==> config.mk <==
export PLATFORM = sky130hd
export DESIGN_NAME = dmem_arbiter_flat
export DESIGN_NICKNAME = d
export VERILOG_FILES = /design/src/rtl/dmem_arbiter_if.sv /design/src/rtl/dmem_arbiter.sv /design/src/flat_wrapper.sv
export SDC_FILE = /design/constraint.sdc
export NUM_CORES = 1
export LEC_CHECK = 0
export BUFFER_PORTS_ARGS = -buffer_cell sky130_fd_sc_hd__buf_2
export CAP_MARGIN = 20
export CORE_AREA = 2 2 120 122
export CTS_CLUSTER_SIZE = 12
export DETAILED_ROUTE_END_ITERATION = 12
export DIE_AREA = 0 0 122 124
export GPL_TIMING_DRIVEN = 0
export SLEW_MARGIN = 10
export SYNTH_ARGS = -nofsm -noshare
export SYNTH_HDL_FRONTEND = slang
export SYNTH_SLANG_ARGS = --single-unit
==> constraint.sdc <==
create_clock -name clk -period 1.8 [get_ports clk]
set_clock_uncertainty 0.2 [all_clocks]
set_input_delay 0.18 -clock clk [delete_from_list [all_inputs] [get_ports clk]]
set_output_delay 0.18 -clock clk [all_outputs]
set_load 0.01 [all_outputs]
==> src/rtl/dmem_arbiter_if.sv <==
// rtl/dmem_arbiter_if.sv - bus bundle between core, external requester, data memory and arbiter
// Purpose: groups the core request/response, external request/response and
//          memory drive signals of dmem_arbiter.
// Modports:
//   slave  : the arbiter's view (requests and mem_rdata in; grants, responses, mem drive out)
//   master : the surrounding system's view (core, external requester, memory)
interface dmem_arbiter_if;
  logic        core_req;
  logic [3:0]  core_wen;
  logic [31:0] core_addr;
  logic [31:0] core_wdata;
  logic        core_stall;
  logic        core_rvalid;
  logic [31:0] core_rdata;

  logic        ext_req;
  logic [3:0]  ext_wen;
  logic [31:0] ext_addr;
  logic [31:0] ext_wdata;
  logic        ext_gnt;
  logic        ext_rvalid;
  logic [31:0] ext_rdata;

  logic        mem_en;
  logic [31:0] mem_addr;
  logic [31:0] mem_wdata;
  logic [3:0]  mem_wen;
  logic [31:0] mem_rdata;

  modport slave (
    input  core_req, core_wen, core_addr, core_wdata,
    output core_stall, core_rvalid, core_rdata,
    input  ext_req, ext_wen, ext_addr, ext_wdata,
    output ext_gnt, ext_rvalid, ext_rdata,
    output mem_en, mem_addr, mem_wdata, mem_wen,
    input  mem_rdata
  );

  modport master (
    output core_req, core_wen, core_addr, core_wdata,
    input  core_stall, core_rvalid, core_rdata,
    output ext_req, ext_wen, ext_addr, ext_wdata,
    input  ext_gnt, ext_rvalid, ext_rdata,
    input  mem_en, mem_addr, mem_wdata, mem_wen,
    output mem_rdata
  );
endinterface

==> src/rtl/dmem_arbiter.sv <==
// rtl/dmem_arbiter.sv - two-port arbiter sharing the single-ported data memory
// Purpose: per cycle grants the memory to the core MEM stage or the external
//          requester, drives mem_* from the winner and routes next-cycle read
//          data back to the owner of the read. A starvation counter forces an
//          external grant after STARVE_MAX consecutive contested core grants.
// Ports:
//   clk   : system clock, all state on rising edge
//   rstn  : asynchronous active-low reset
//   bus   : dmem_arbiter_if.slave (core_*, ext_*, mem_* signals)
// Parameters:
//   STARVE_MAX : contested core grants before the external port wins (1..15)
module dmem_arbiter #(
  parameter int unsigned STARVE_MAX = 4
) (
  input  logic          clk,
  input  logic          rstn,
  dmem_arbiter_if.slave bus
);

  typedef enum logic {CORE_PRI = 1'b0, EXT_PRI = 1'b1} pri_e;
  typedef enum logic [1:0] {RD_NONE = 2'd0, RD_CORE = 2'd1, RD_EXT = 2'd2} rd_owner_e;

  localparam logic [3:0] STARVE_LIM = 4'(STARVE_MAX);

  pri_e       state;
  pri_e       state_nxt;
  logic [3:0] starve_cnt;
  logic [3:0] starve_inc;
  rd_owner_e  rd_owner;
  logic       contested;
  logic       core_gnt;
  logic       ext_gnt;

  // A conflict the core wins: only possible while the core holds priority.
  assign contested  = (state == CORE_PRI) && bus.core_req && bus.ext_req;
  assign starve_inc = (starve_cnt == 4'hF) ? 4'hF : starve_cnt + 4'd1;

  // State register
  always_ff @(posedge clk or negedge rstn) begin
    if (!rstn) state <= CORE_PRI;
    else       state <= state_nxt;
  end

  // Next-state logic
  always_comb begin
    state_nxt = state;
    case (state)
      CORE_PRI: if (contested && (starve_inc >= STARVE_LIM)) state_nxt = EXT_PRI;
      // Leaves on the external grant, or if the request was withdrawn.
      EXT_PRI:  if (ext_gnt || !bus.ext_req) state_nxt = CORE_PRI;
      default:  state_nxt = CORE_PRI;
    endcase
  end

  // Output logic: grants and memory drive
  always_comb begin
    ext_gnt       = 1'b0;
    core_gnt      = 1'b0;
    bus.mem_en    = 1'b0;
    bus.mem_addr  = 32'h0;
    bus.mem_wdata = 32'h0;
    bus.mem_wen   = 4'h0;
    if (bus.ext_req && (!bus.core_req || (state == EXT_PRI))) begin
      ext_gnt = 1'b1;
    end
    core_gnt = bus.core_req && !ext_gnt;
    if (core_gnt) begin
      bus.mem_en    = 1'b1;
      bus.mem_addr  = bus.core_addr;
      bus.mem_wdata = bus.core_wdata;
      bus.mem_wen   = bus.core_wen;
    end else if (ext_gnt) begin
      bus.mem_en    = 1'b1;
      bus.mem_addr  = bus.ext_addr;
      bus.mem_wdata = bus.ext_wdata;
      bus.mem_wen   = bus.ext_wen;
    end
  end

  assign bus.core_stall = bus.core_req && !core_gnt;
  assign bus.ext_gnt    = ext_gnt;

  // Starvation counter: counts consecutive contested core grants while the
  // external requester keeps asking.
  always_ff @(posedge clk or negedge rstn) begin
    if (!rstn) begin
      starve_cnt <= 4'h0;
    end else if (ext_gnt || !bus.ext_req) begin
      starve_cnt <= 4'h0;
    end else if (contested) begin
      starve_cnt <= starve_inc;
    end
  end

  // Read return: the memory answers one cycle after the access, so remember
  // who issued the read.
  always_ff @(posedge clk or negedge rstn) begin
    if (!rstn) begin
      rd_owner <= RD_NONE;
    end else if (core_gnt && (bus.core_wen == 4'h0)) begin
      rd_owner <= RD_CORE;
    end else if (ext_gnt && (bus.ext_wen == 4'h0)) begin
      rd_owner <= RD_EXT;
    end else begin
      rd_owner <= RD_NONE;
    end
  end

  assign bus.core_rvalid = (rd_owner == RD_CORE);
  assign bus.ext_rvalid  = (rd_owner == RD_EXT);
  assign bus.core_rdata  = bus.mem_rdata;
  assign bus.ext_rdata   = bus.mem_rdata;

  a_single_grant: assert property (@(posedge clk) disable iff (!rstn) !(core_gnt && ext_gnt));

endmodule

==> src/flat_wrapper.sv <==
// flat-port wrapper written by rule: the top's interface ports become plain ports
module dmem_arbiter_flat 
#(
  parameter int unsigned STARVE_MAX = 4
)
  (clk, rstn, bus_core_req, bus_core_wen, bus_core_addr, bus_core_wdata, bus_core_stall, bus_core_rvalid, bus_core_rdata, bus_ext_req, bus_ext_wen, bus_ext_addr, bus_ext_wdata, bus_ext_gnt, bus_ext_rvalid, bus_ext_rdata, bus_mem_en, bus_mem_addr, bus_mem_wdata, bus_mem_wen, bus_mem_rdata);
  dmem_arbiter_if bus_i ();
  input  logic clk;
  input  logic rstn;
  input wire logic [$bits(bus_i.core_req)-1:0] bus_core_req;
  input wire logic [$bits(bus_i.core_wen)-1:0] bus_core_wen;
  input wire logic [$bits(bus_i.core_addr)-1:0] bus_core_addr;
  input wire logic [$bits(bus_i.core_wdata)-1:0] bus_core_wdata;
  output wire logic [$bits(bus_i.core_stall)-1:0] bus_core_stall;
  output wire logic [$bits(bus_i.core_rvalid)-1:0] bus_core_rvalid;
  output wire logic [$bits(bus_i.core_rdata)-1:0] bus_core_rdata;
  input wire logic [$bits(bus_i.ext_req)-1:0] bus_ext_req;
  input wire logic [$bits(bus_i.ext_wen)-1:0] bus_ext_wen;
  input wire logic [$bits(bus_i.ext_addr)-1:0] bus_ext_addr;
  input wire logic [$bits(bus_i.ext_wdata)-1:0] bus_ext_wdata;
  output wire logic [$bits(bus_i.ext_gnt)-1:0] bus_ext_gnt;
  output wire logic [$bits(bus_i.ext_rvalid)-1:0] bus_ext_rvalid;
  output wire logic [$bits(bus_i.ext_rdata)-1:0] bus_ext_rdata;
  output wire logic [$bits(bus_i.mem_en)-1:0] bus_mem_en;
  output wire logic [$bits(bus_i.mem_addr)-1:0] bus_mem_addr;
  output wire logic [$bits(bus_i.mem_wdata)-1:0] bus_mem_wdata;
  output wire logic [$bits(bus_i.mem_wen)-1:0] bus_mem_wen;
  input wire logic [$bits(bus_i.mem_rdata)-1:0] bus_mem_rdata;
  assign bus_i.core_req = bus_core_req;
  assign bus_i.core_wen = bus_core_wen;
  assign bus_i.core_addr = bus_core_addr;
  assign bus_i.core_wdata = bus_core_wdata;
  assign bus_core_stall = bus_i.core_stall;
  assign bus_core_rvalid = bus_i.core_rvalid;
  assign bus_core_rdata = bus_i.core_rdata;
  assign bus_i.ext_req = bus_ext_req;
  assign bus_i.ext_wen = bus_ext_wen;
  assign bus_i.ext_addr = bus_ext_addr;
  assign bus_i.ext_wdata = bus_ext_wdata;
  assign bus_ext_gnt = bus_i.ext_gnt;
  assign bus_ext_rvalid = bus_i.ext_rvalid;
  assign bus_ext_rdata = bus_i.ext_rdata;
  assign bus_mem_en = bus_i.mem_en;
  assign bus_mem_addr = bus_i.mem_addr;
  assign bus_mem_wdata = bus_i.mem_wdata;
  assign bus_mem_wen = bus_i.mem_wen;
  assign bus_i.mem_rdata = bus_mem_rdata;
  dmem_arbiter #(.STARVE_MAX(STARVE_MAX)) u_core (.clk(clk), .rstn(rstn), .bus(bus_i));
endmodule
* Word level (Yosys, flattened, before mapping)
Index checks and enable logic that the tools add are counted.
** Operators by class
- Add/sub/neg operators :: 1
- Multipliers :: 0
- Div/mod/pow operators :: 0
- Order comparisons :: 1
- Equality and inequality tests :: 3
- Shift operators :: 0
- Multiplexer cells :: 17
- Bitwise operators :: 1
- Reduce and logical (&&, ||, !) cells :: 17
** Operators with widths (count)
- two-way mux 32 bit :: 4
- two-way mux 4 bit :: 5
- logical AND 1 bit :: 8
- zero test 4 bit :: 2
- two-way mux 1 bit :: 5
- adder 4 x 1 -> 4 bit, second input constant :: 1
- equality test 4 bit, second input constant :: 1
- >= comparator 4 x 3 -> 1 bit, second input constant :: 1
- zero test 1 bit :: 4
- two-way mux 2 bit :: 2
- equality test 2 x 1 -> 1 bit, second input constant :: 1
- equality test 2 bit, second input constant :: 1
- logical OR 1 bit :: 2
- one-hot mux 1 bit (2 select lines) :: 1
- nonzero test 2 bit :: 1
- inverter 1 bit :: 1
** Word-level totals
- Register bits after elaboration :: 7
- Bits in latches :: 0
- Memory bits (writable) :: 0
- ROM bits :: 0
- Input bits :: 172
- Output and inout port bits :: 137
- Logic and storage cells :: 43
- Memories kept :: 0

* Depth between registers and ports, before layout
Gate-level depths: netlist (run 1).
- Word-level depth :: 8
- Gate-level depth with buffers :: 8
- Gate-level depth less buffers :: 4

* Worst setup path before layout (run 1)
No wires, ideal clock.
- Path type :: register to output
- From :: reg u_core.state
- To :: out bus_mem_wdata[15]
- Data arrival time :: 1.222 ns
- Required time :: 1.420 ns
- Path slack :: 0.198 ns
- Stages on the path, launching flop included :: 7
- Path buffers :: 2
- Cell sequence :: dfrtp_1 nand2b_2 buf_6 nand2_4 inv_2 clkbuf_1 o21ai_0
** Between the ends
- Cells in the longest elaborated chain, start to end :: 6
- Elaborated cells between the ends (all ways) :: 7
- Those cells by class :: mux: 3; reduce/logical: 4
** RTL lines
- start, declared :: RTL line dmem_arbiter.sv:25 : pri_e state;
- start signal, assigned :: RTL line dmem_arbiter.sv:41 : else state <= state_nxt;
- logical OR 1 bit * :: RTL line dmem_arbiter.sv:63 : if (bus.ext_req && (!bus.core_req || (state == EXT_PRI))) begin
- logical AND 1 bit * :: RTL line dmem_arbiter.sv:63
- two-way mux 1 bit * :: RTL line dmem_arbiter.sv:63
- zero test 1 bit :: RTL line dmem_arbiter.sv:66 : core_gnt = bus.core_req && !ext_gnt;
- logical AND 1 bit :: RTL line dmem_arbiter.sv:66
- two-way mux 32 bit * :: RTL line dmem_arbiter.sv:67 : if (core_gnt) begin
- end, declared :: RTL line flat_wrapper.sv:26 : output wire logic [$bits(bus_i.mem_wdata)-1:0] bus_mem_wdata;
Mark *: on every way between the ends. The rest lies on a longest branch, timed or not.

* Final worst setup path (run 1)
- From :: reg u_core.state
- To :: out bus_mem_wdata[29]
Same word-level chain as after synthesis.

==> results of run 1 <==
[worst min-delay path, delay by kind of cell]
family	cells	cell delay, ns
buffers and inverters	1	0.10
and+or+nand+nor	2	0.15
[routing by layer]
layer / vias to the layer above / track usage / part of all wire
met3: 13 / 0.0119 / 0.073
met2: 184 / 0.238 / 0.50
met1: 1481 / 0.162 / 0.42
met4: 0 / 0.0417 / 0.015
li1: 1664 / - / -
met5: - / 0 / 0
[what timing repair did]
action                                  CTS  global route
hold buffers                              1             0
endpoints found under the hold margin     7             0
buffers inserted                          6             3
endpoints found under the setup margin   71            69
gates cloned                              7             3
pin swaps                                33            18
resized for setup                       147            45
[cell usage in the layout, fill, tap and decap left out, types with 4 or more instances in the layout]
cell | Yosys | routed
nand2_1 | 69 | 69
buf_6 | 3 | 7
o21ai_2 | 9 | 41
clkbuf_16 | 0 | 9
dfrtp_1 | 7 | 7
nand3_1 | 70 | 35
clkbuf_2 | 4 | 4
buf_2 | 2 | 272
buf_12 | 0 | 7
clkbuf_1 | 19 | 11
o21ai_1 | 0 | 24
buf_4 | 67 | 67
nand3_2 | 0 | 33
buf_16 | 0 | 5
[area by class of cell]
cell class,instances,area [sq um],area share
Sequential cell,7,175,0.0390
Tap cell,180,225,0.0501
Multi-Input combinational cell,229,1450,0.323
Inverter,3,27.5,0.00612
Timing Repair Buffer,292,1740,0.386
Clock buffer,4,78.8,0.0175
Timing Repair inverter,1,8.76,0.00195
Buffer,94,791,0.176
Antenna cell,1,2.50,0.000557
[power by group through the flow]
stage / logic, mW / clock network (mW) / registers, mW
floorplan: 0.431 / 0 / 0.165
global placement: 0.841 / 0 / 0.165
detailed placement: 0.846 / 0 / 0.165
CTS: 1.05 / 0.385 / 0.163
global route: 1.17 / 0.393 / 0.163
finish: 1.08 / 0.382 / 0.163
[kinds of logic after synthesis]
kind of cell             Yosys count  share of synthesized area
AND/OR/NAND/NOR                  155                      0.364
buffers and inverters             98                      0.333
AO/OA/AOI/OAI                     73                      0.207
flip-flops                         7                     0.0898
adder cells (fa/ha/maj)            1                    0.00641
[how the worst max path moves through the flow]
| stage | depth (start not counted) | endpoint | slack, ns |
|---|---|---|---|
| 6_report | 7 | bus_mem_wdata[29] | -0.12 |
| 5_1_grt | 7 | bus_mem_wdata[14] | -0.16 |
| 4_1_cts | 8 | bus_mem_wdata[19] | -0.19 |
| 3_5_place_dp | 8 | bus_mem_wdata[20] | -0.18 |
| 3_3_place_gp | 8 | bus_mem_wdata[20] | -0.19 |
| 2_1_floorplan | 6 | bus_mem_wdata[15] | 0.20 |
[sequential cells by signal (all words and copies together) (netlist names)]
register / flops
u_core.rd_owner: 2
u_core.state: 1
u_core.starve_cnt: 4
[through the flow]
step,instance area [sq um],TNS [ns]
4_1_cts,4360,-7.97
2_1_floorplan,1950,0
6_report,4490,-3.88
3_5_place_dp,3550,-3.54
5_1_grt,4490,-7.13
3_3_place_gp,3550,-3.42
==> summary.md, run 1 <==
| Metric | Value |
|---|---|
| Synth Instances | `roughly 330` |
| PortBufs | `~270` |
| Post-synth net total | `slightly above 500` |
| Placed Cells | `between 700 and 800` |
| Post-synth top flop | `dfrtp_1` |
| CP Data Arrival Time | `1.54 ns` |
| Crit path required time | `between 1 and 1.5 ns` |
| Dpl ws | `-0.183 ns` |
| Final hold vios | `0` |
| EDFF count, synth | `0` |
| Core occupancy in the finished layout | `0.328` |
| CORE AREA | `around 14,000 sq um` |
| Max incr delay on CP | `between 0.3 and 0.4 ns` |
| Final setup fails | `63` |
| CTS Buf Count | `3` |
| CP max FO | `5` |
| CP Cell Sequence | `nand2b_4 -> nand2_8 -> inv_16 -> buf_12 -> buf_12 -> o21ai_2 -> buf_2` |
| Max-Cap Viols | `0` |
| Int Pwr | `between 1 and 1.5 mW` |
| Die width | `about 120 um` |
| Worst vdd ir | `0.255 mV` |
| Status | `finished, violations left` |
| Largest net degree at the start of global routing | `11` |
| Mapped Avg Cell Area | `5.84 sq um` |
| H-tree depth | `1` |
| Post-synth top area share | `0.258` |
| Netlist cell types | `27` |
| Final antenna-violating net count | `0` |
| Residual DRC | `0` |
| Initial core utilization | `0.142` |
| Final wirelength | `between 10 and 15 mm` |
| # fillers | `1,508` |
| WHS | `roughly 0.032 ns` |
| Fin. max-slew vios | `0` |
| Clock Path Buffers | `2` |
| Period utilisation layout | `1.07` |
| Comb pwr share | `0.664` |
| Clk Tree Root Cell | `clkbuf_16` |
| Fmax | `about 520 MHz` |
| Initial antenna violation count | `0` |
| Hold endpoint | `u_core.rd_owner[1]$_DFF_PN0_` |
| Worst Hold Depth | `3` |
| Post-synth top cells | `nand3_1 (70), nand2_1 (69), buf_4 (67), o21ai_0 (59), clkbuf_1 (19)` |
| Leak | `between 2 and 2.5 nW` |
| Slowest stage cell, crit path | `dfrtp_1` |
| Layout area overhead | `130%` |
| Crit path launch type | `flip-flop` |
| Non-filler cells, final | `~810` |
| Reg2reg setup slack | `approximately 0.47 ns` |
| Hold Path Class | `in2reg` |
| Number of cell rows | `43` |
| Post-Syn Area | `~2000 sq um` |
| Sequential share of the synthesized area | `0.0898` |
| Clock Pin Slew Worst Setup and Hold Paths | `about 0.040 ns` |
| Nets | `804` |
| Vias per cell | `slightly above 4` |
| Crit end category | `output pin` |
| Layout cell share with drive strength beyond 1 | `0.729` |
| CTS tree | `yes` |
| Dpl hpwl | `8.63 mm` |
| Final GP Congestion | `0.782` |
| Total grt overflow | `0` |
| Clock Latency Late Sink | `0.23 ns` |
| Reg2reg start | `u_core.starve_cnt[0]$_DFFE_PN0P_` |
| Synth async-reset ratio | `1.00` |
| Die Height | `~120 um` |
| Total vias in the final route | `about 3,300` |
| Most common cell in the synthesized netlist | `nand3_1` |
| Worst R2R Path Depth | `4` |
| Switch Pwr | `0.606 mW` |
| First-pass GRT wire length | `between 15 and 20 mm` |
| Total power draw | `1.62 mW` |
| GRT Overall Usage | `0.131` |
| WL per Instance | `around 14 um` |
| CP top delay family | `buffers and inverters` |
| Vias in the first global route | `roughly 3,100` |
| Reg2Reg Capture Point | `u_core.state$_DFF_PN0_` |
| Iteration-0 DRC Markers | `80` |
| RSZ-0062 raised after global routing | `true` |
| Sw frac | `0.374` |
| Seq pwr share | `0.101` |
| Failing checks | `negative setup slack` |
| DR pass1 iterations | `4` |
| Critical Path Source | `u_core.state$_DFF_PN0_` |
| Register bit total from synthesis | `7` |
| Cell mode on critical path | `buf_12` |
| Io pins | `around 300` |
| Worst setup margin | `-0.118 ns` |
| Post-synth top area cell | `buf_4` |
| Worst path buffer plus inverter count | `4` |
| Synth warn | `0` |
| Slew @ Worst Pin | `approximately 0.63 ns` |
| Power per cell area | `361 nW/um^2` |
| Worst Min Path Start | `bus_ext_wen[3]` |
| Fin crit period | `about 1.9 ns` |
| Critical Setup Path Class | `reg2out` |
| Clock network fraction of total power | `0.235` |
| Die ar. | `15,100 sq um` |
| TritonCTS Sinks | `7` |
| Largest cells by area after synthesis | `buf_4 (26%), nand3_1 (18%), o21ai_0 (15%)` |
| Rel. slew slack | `0.580` |
(Power assumes the default switching activity.)
==> run 2: changes to the inputs <==
--- a/config.mk
+++ b/config.mk
@@ -11,8 +11,9 @@
 export CTS_CLUSTER_SIZE = 12
 export DETAILED_ROUTE_END_ITERATION = 12
 export DIE_AREA = 0 0 122 124
-export GPL_TIMING_DRIVEN = 0
+export GPL_TIMING_DRIVEN = 1
 export SLEW_MARGIN = 10
 export SYNTH_ARGS = -nofsm -noshare
 export SYNTH_HDL_FRONTEND = slang
 export SYNTH_SLANG_ARGS = --single-unit
+export TNS_END_PERCENT = 30
==> summary.md, run 2 (synthesis results as in run 1) <==
| Metric | Value |
|---|---|
| Residual DRC | `0` |
| Clock Path Buffers | `2` |
| Fin crit period | `1.81 ns` |
| Nets | `between 600 and 700` |
| Regs by FF count | `u_core.starve_cnt (4), u_core.rd_owner (2), u_core.state (1)` |
| Die Height | `around 120 um` |
| TritonCTS Sinks | `7` |
| Total grt overflow | `0` |
| Diodes inserted | `0` |
| Final wirelength | `between 8 and 9 mm` |
| Core occupancy in the finished layout | `0.222` |
| Multi-input logic area | `1220 sq um` |
| Largest net degree at the start of global routing | `40` |
| Initial core utilization | `0.142` |
| Status | `finished, violations left` |
| Number of cell rows | `43` |
| Register with the highest flop count | `u_core.starve_cnt` |
| Final antenna-violating net count | `0` |
| Layout area overhead | `55.8%` |
| CTS Buf Count | `3` |
| Worst setup margin | `-0.00744 ns` |
| CP Cell Sequence | `nand2b_4 -> nand2_4 -> inv_8 -> buf_12 -> o21ai_1 -> buf_2` |
| Register Area | `175 sq um` |
| Max FFs per register | `4` |
| Die width | `122 um` |
| CP Data Arrival Time | `around 1.4 ns` |
| Leak | `between 1.5 and 2 nW` |
| H-tree depth | `1` |
| CTS tree | `yes` |
| Max incr delay on CP | `about 0.38 ns` |
| Die ar. | `roughly 15,000 sq um` |
| Slowest stage cell, crit path | `dfrtp_1` |
| CP max FO | `19` |
| Crit path required time | `about 1.4 ns` |
| Placed Cells | `roughly 640` |
| Power per cell area | `around 410 nW/um^2` |
| Commonest non-fill, non-tap cell in the layout | `buf_2` |
| Vias per cell | `roughly 4.2` |
| Fmax | `553 MHz` |
| Crit path launch type | `flip-flop` |
| TNS Setup | `-0.00744 ns` |
| Non-filler cells, final | `approximately 650` |
| Worst Min Path Start | `bus_ext_wen[2]` |
| Final instance area | `about 3000 sq um` |
| Clock Latency Late Sink | `~0.23 ns` |
| Fin. max-slew vios | `0` |
| Failing checks | `negative setup slack` |
| Placed inst area | `~2700 sq um` |
| Slew @ Worst Pin | `0.373 ns` |
| First-pass GRT wire length | `approximately 12 mm` |
| Final hold vios | `0` |
| Reg2reg start | `u_core.starve_cnt[0]$_DFFE_PN0P_` |
| CORE AREA | `around 14,000 sq um` |
| Hold Path Class | `in2reg` |
| Clock Pin Slew Worst Setup and Hold Paths | `~0.040 ns` |
| Max-Cap Viols | `0` |
| GRT Overall Usage | `0.0954` |
| Rel. slew slack | `0.751` |
| Crit end category | `output pin` |
| WHS | `0.0175 ns` |
| DR pass1 iterations | `4` |
| Vias in the first global route | `about 2,400` |
| Period utilisation layout | `1.00` |
| Final GP Congestion | `roughly 0.77` |
| Iteration-0 DRC Markers | `between 60 and 70` |
| Total vias in the final route | `about 2,700` |
| Io pins | `between 300 and 400` |
| PortBufs | `~210` |
| Critical Setup Path Class | `reg2out` |
| Worst vdd ir | `~0.23 mV` |
| Final setup fails | `1` |
| RSZ-0062 raised after global routing | `true` |
| Clk Tree Root Cell | `clkbuf_16` |
| Dpl hpwl | `approximately 6.4 mm` |
| Initial antenna violation count | `0` |
| # fillers | `approximately 1,600` |
| Layout cell share with drive strength beyond 1 | `0.564` |
| Critical Path Source | `u_core.state$_DFF_PN0_` |
| WL per Instance | `about 14 um` |
| Most frequent cells in the layout | `buf_2 (211), nand2_1 (69), nand3_1 (69)` |
-- run 2: cell count changes in the layout (fill, tap and decap cells not counted), sizes merged --
cell / change
clkbuf: -22
buf: -135
inv: -1
diode: -1
-- run 2: where the power goes --
part,internal [mW],switching (mW)
registers,0.161,0.00219
logic,0.326,0.365
clock network,0.295,0.0863
total,0.782,0.453
-- run 2: worst paths after layout --
kind / end / cells past startpoint / slack (ns)
setup / recovery: bus_mem_wdata[13] / 6 / -0.007
hold / removal: u_core.rd_owner[1]$_DFF_PN0_ / 3 / 0.02
setup reg to reg: u_core.state$_DFF_PN0_ / 4 / 0.47
hold reg to reg: u_core.starve_cnt[0]$_DFFE_PN0P_ / 1 / 0.29
max in group asynchronous: u_core.starve_cnt[0]$_DFFE_PN0P_ / 2 / 1.12
min in group asynchronous: u_core.state$_DFF_PN0_ / 2 / 0.12
-- run 2: stage by stage --
stage / total power, mW / worst slack, ns
global route: 1.33 / -0.0709
finish: 1.23 / -0.00744
floorplan: 0.595 / 0.198
detailed placement: 0.777 / 0.0293
CTS: 1.17 / -0.0370
global placement: 0.772 / 0.0468
-- run 2: final cells by class --
cell class,instances,share of cell area
Tap cell,180,0.0741
Timing Repair Buffer,229,0.434
Sequential cell,7,0.0576
Clock buffer,4,0.0259
Inverter,3,0.00618
Multi-Input combinational cell,229,0.402
-- run 2: timing repair --
item,in CTS,in global routing
gates cloned,0,5
endpoints found under the hold margin,7,0
hold buffers,1,0
setup endpoints to repair,68,68
setup buffers,0,1
gates resized for setup,20,70
pin swaps,0,3
-- run 2: critical path: cells and delay by family, from the launching register on --
kind	cells	cell delay, ns
AOI/OAI and AO/OA	1	0.15
buffers and inverters	3	0.36
DFF	1	0.38
and+or+nand+nor	2	0.28
-- run 2: layer usage --
layer	vias to the layer above	global-route usage	part of all wire
met2	166	0.167	0.48
met1	1193	0.114	0.40
met5	-	0	0
met3	27	0.0151	0.086
li1	1346	-	-
met4	0	0.0453	0.031
==> run 3: changes to the inputs <==
==> constraint.sdc (replaced) <==
create_clock -name clk -period 1.8 [get_ports clk]
set_clock_uncertainty 0.2 [all_clocks]
set_input_delay 0.18 -clock clk [delete_from_list [all_inputs] [get_ports clk]]
set_output_delay 0.18 -clock clk [all_outputs]
set_load 0.1 [all_outputs]
==> summary.md, run 3 (synthesis results as in run 1) <==
| Metric | Value |
|---|---|
| Status | `finished, violations left` |
| Failing checks | `negative setup slack` |
| Final wirelength | `roughly 9.7 mm` |
| Slew @ Worst Pin | `~0.48 ns` |
| Die ar. | `~15,000 sq um` |
| Clock Pin Slew Worst Setup and Hold Paths | `~0.040 ns` |
| Worst Hold Depth | `3` |
| Clock Path Buffers | `2` |
| DR pass1 iterations | `4` |
| Most frequent cells in the layout | `buf_2 (141), buf_12 (75), nand2_1 (69)` |
| WL per Instance | `between 10 and 15 um` |
| Total vias in the final route | `around 2,800` |
| Placed inst area | `4580 sq um` |
| Worst path buffer plus inverter count | `3` |
| CP Data Arrival Time | `1.57 ns` |
| Final antenna-violating net count | `0` |
| Initial core utilization | `0.142` |
| Commonest non-fill, non-tap cell in the layout | `buf_2` |
| Largest net degree at the start of global routing | `48` |
| CORE AREA | `13,700 sq um` |
| Critical Path Stages | `6` |
| GRT Overall Usage | `0.120` |
| Diodes inserted | `0` |
| Register Area | `roughly 180 sq um` |
| Final setup fails | `between 60 and 70` |
| Final instance area | `about 4800 sq um` |
| Fin. max-slew vios | `0` |
| Slowest stage cell, crit path | `dfrtp_1` |
| Fin crit period | `between 1.5 and 2 ns` |
| Placed Cells | `about 640` |
| Vias per cell | `about 4.3` |
| Reg2reg setup slack | `~0.48 ns` |
| Crit path required time | `around 1.4 ns` |
| Number of cell rows | `43` |
| # Post-CTS Setup Buffers | `0` |
| Residual DRC | `0` |
| Nets | `between 600 and 700` |
| # fillers | `around 1,400` |
| Regs by FF count | `u_core.starve_cnt (4), u_core.rd_owner (2), u_core.state (1)` |
| Max-Cap Viols | `0` |
| Clock Latency Late Sink | `around 0.23 ns` |
| Period utilisation layout | `1.08` |
| Final GP Congestion | `0.767` |
| Hold Path Class | `in2reg` |
| Power per cell area | `around 570 nW/um^2` |
| CP top delay family | `buffers and inverters` |
| Max FFs per register | `4` |
| Layout cell share with drive strength beyond 1 | `0.650` |
| Worst R2R Path Depth | `4` |
| Multi-input logic area | `roughly 1900 sq um` |
| Total grt overflow | `0` |
| RSZ-0062 raised after global routing | `true` |
| Fmax | `between 500 and 600 MHz` |
| First-pass GRT wire length | `roughly 14 mm` |
| CTS Buf Count | `3` |
| TritonCTS Sinks | `7` |
| Initial antenna violation count | `0` |
| H-tree depth | `1` |
| Non-filler cells, final | `~650` |
| Max incr delay on CP | `0.38 ns` |
| Worst setup margin | `-0.151 ns` |
| Core occupancy in the finished layout | `0.349` |
| PortBufs | `212` |
| Crit path launch type | `flip-flop` |
| Register with the highest flop count | `u_core.starve_cnt` |
| Rel. slew slack | `0.680` |
| Worst vdd ir | `between 0.2 and 0.3 mV` |
| Vias in the first global route | `just under 3,000` |
| CP max FO | `13` |
| Dpl ws | `between 0.03 and 0.04 ns` |
| Leak | `approximately 2 nW` |
| Final hold vios | `0` |
| Dpl hpwl | `7.82 mm` |
| Clk Tree Root Cell | `clkbuf_16` |
| Die width | `~120 um` |
| Die Height | `~120 um` |
| Critical Setup Path Class | `reg2out` |
| Layout area overhead | `145%` |
| CP Cell Sequence | `nand2b_4 -> nand2_4 -> inv_8 -> buf_16 -> o21ai_4 -> buf_12` |
| Total power draw | `around 2.7 mW` |
| Io pins | `approximately 310` |
| Iteration-0 DRC Markers | `just under 80` |
| Crit end category | `output pin` |
| CTS tree | `yes` |
[run 3: cell count changes in the layout (fill, tap and decap cells not counted), sizes merged]
cell / before / now
clkbuf: 6 / 5
[run 3: layout make-up]
type / instances / area share
timing repair buffer: 228 / 0.498
inverter: 3 / 0.00392
multi-input combinational: 229 / 0.398
tap: 180 / 0.0470
clock buffer: 4 / 0.0165
sequential: 7 / 0.0366
[run 3: metrics by stage]
stage	TNS [ns]	hold WS, ns
after floorplan	-7.83	-0.316
after global placement	0	-0.168
after detailed placement	0	-0.172
after CTS	-7.85	0.0436
after global routing	-11.64	0.0449
final	-7.63	0.0314
[run 3: final timing paths]
kind | end | from
setup / recovery | bus_mem_addr[1] | u_core.state$_DFF_PN0_
hold / removal | u_core.rd_owner[1]$_DFF_PN0_ | bus_ext_wen[0]
max in group asynchronous | u_core.starve_cnt[0]$_DFFE_PN0P_ | rstn
hold reg to reg | u_core.starve_cnt[0]$_DFFE_PN0P_ | u_core.starve_cnt[0]$_DFFE_PN0P_
min in group asynchronous | u_core.rd_owner[1]$_DFF_PN0_ | rstn
setup reg to reg | u_core.state$_DFF_PN0_ | u_core.starve_cnt[0]$_DFFE_PN0P_
[run 3: timing repair]
| item | 4_1_cts | 5_1_grt |
|---|---|---|
| hold buffers | 1 | 0 |
| gates cloned | 1 | 1 |
| endpoints found under the setup margin | 68 | 69 |
| endpoints found under the hold margin | 7 | 0 |
| gates resized for setup | 9 | 4 |
| pin swaps | 0 | 2 |
[run 3: power breakdown]
| part | switching, mW | total [mW] | internal (mW) | leakage [nW] |
|---|---|---|---|---|
| sequential | 0.00207 | 0.163 | 0.161 | 0.0966 |
| clock | 0.0856 | 0.381 | 0.295 | 0.0382 |
| combinational | 1.40 | 2.20 | 0.795 | 1.92 |
[run 3: worst min-delay path, stage by stage]
cell and delay [ns]:
buf_2 0.08, or4_1 0.11, nor2_1 0.05
[run 3: per-layer routing]
metal  track usage  routed length [um]  share of wire
met5             0                   0              0
met4        0.0287                 210          0.022
met3        0.0270                 692          0.071
met2         0.234                5150           0.53
met1         0.131                3640           0.38
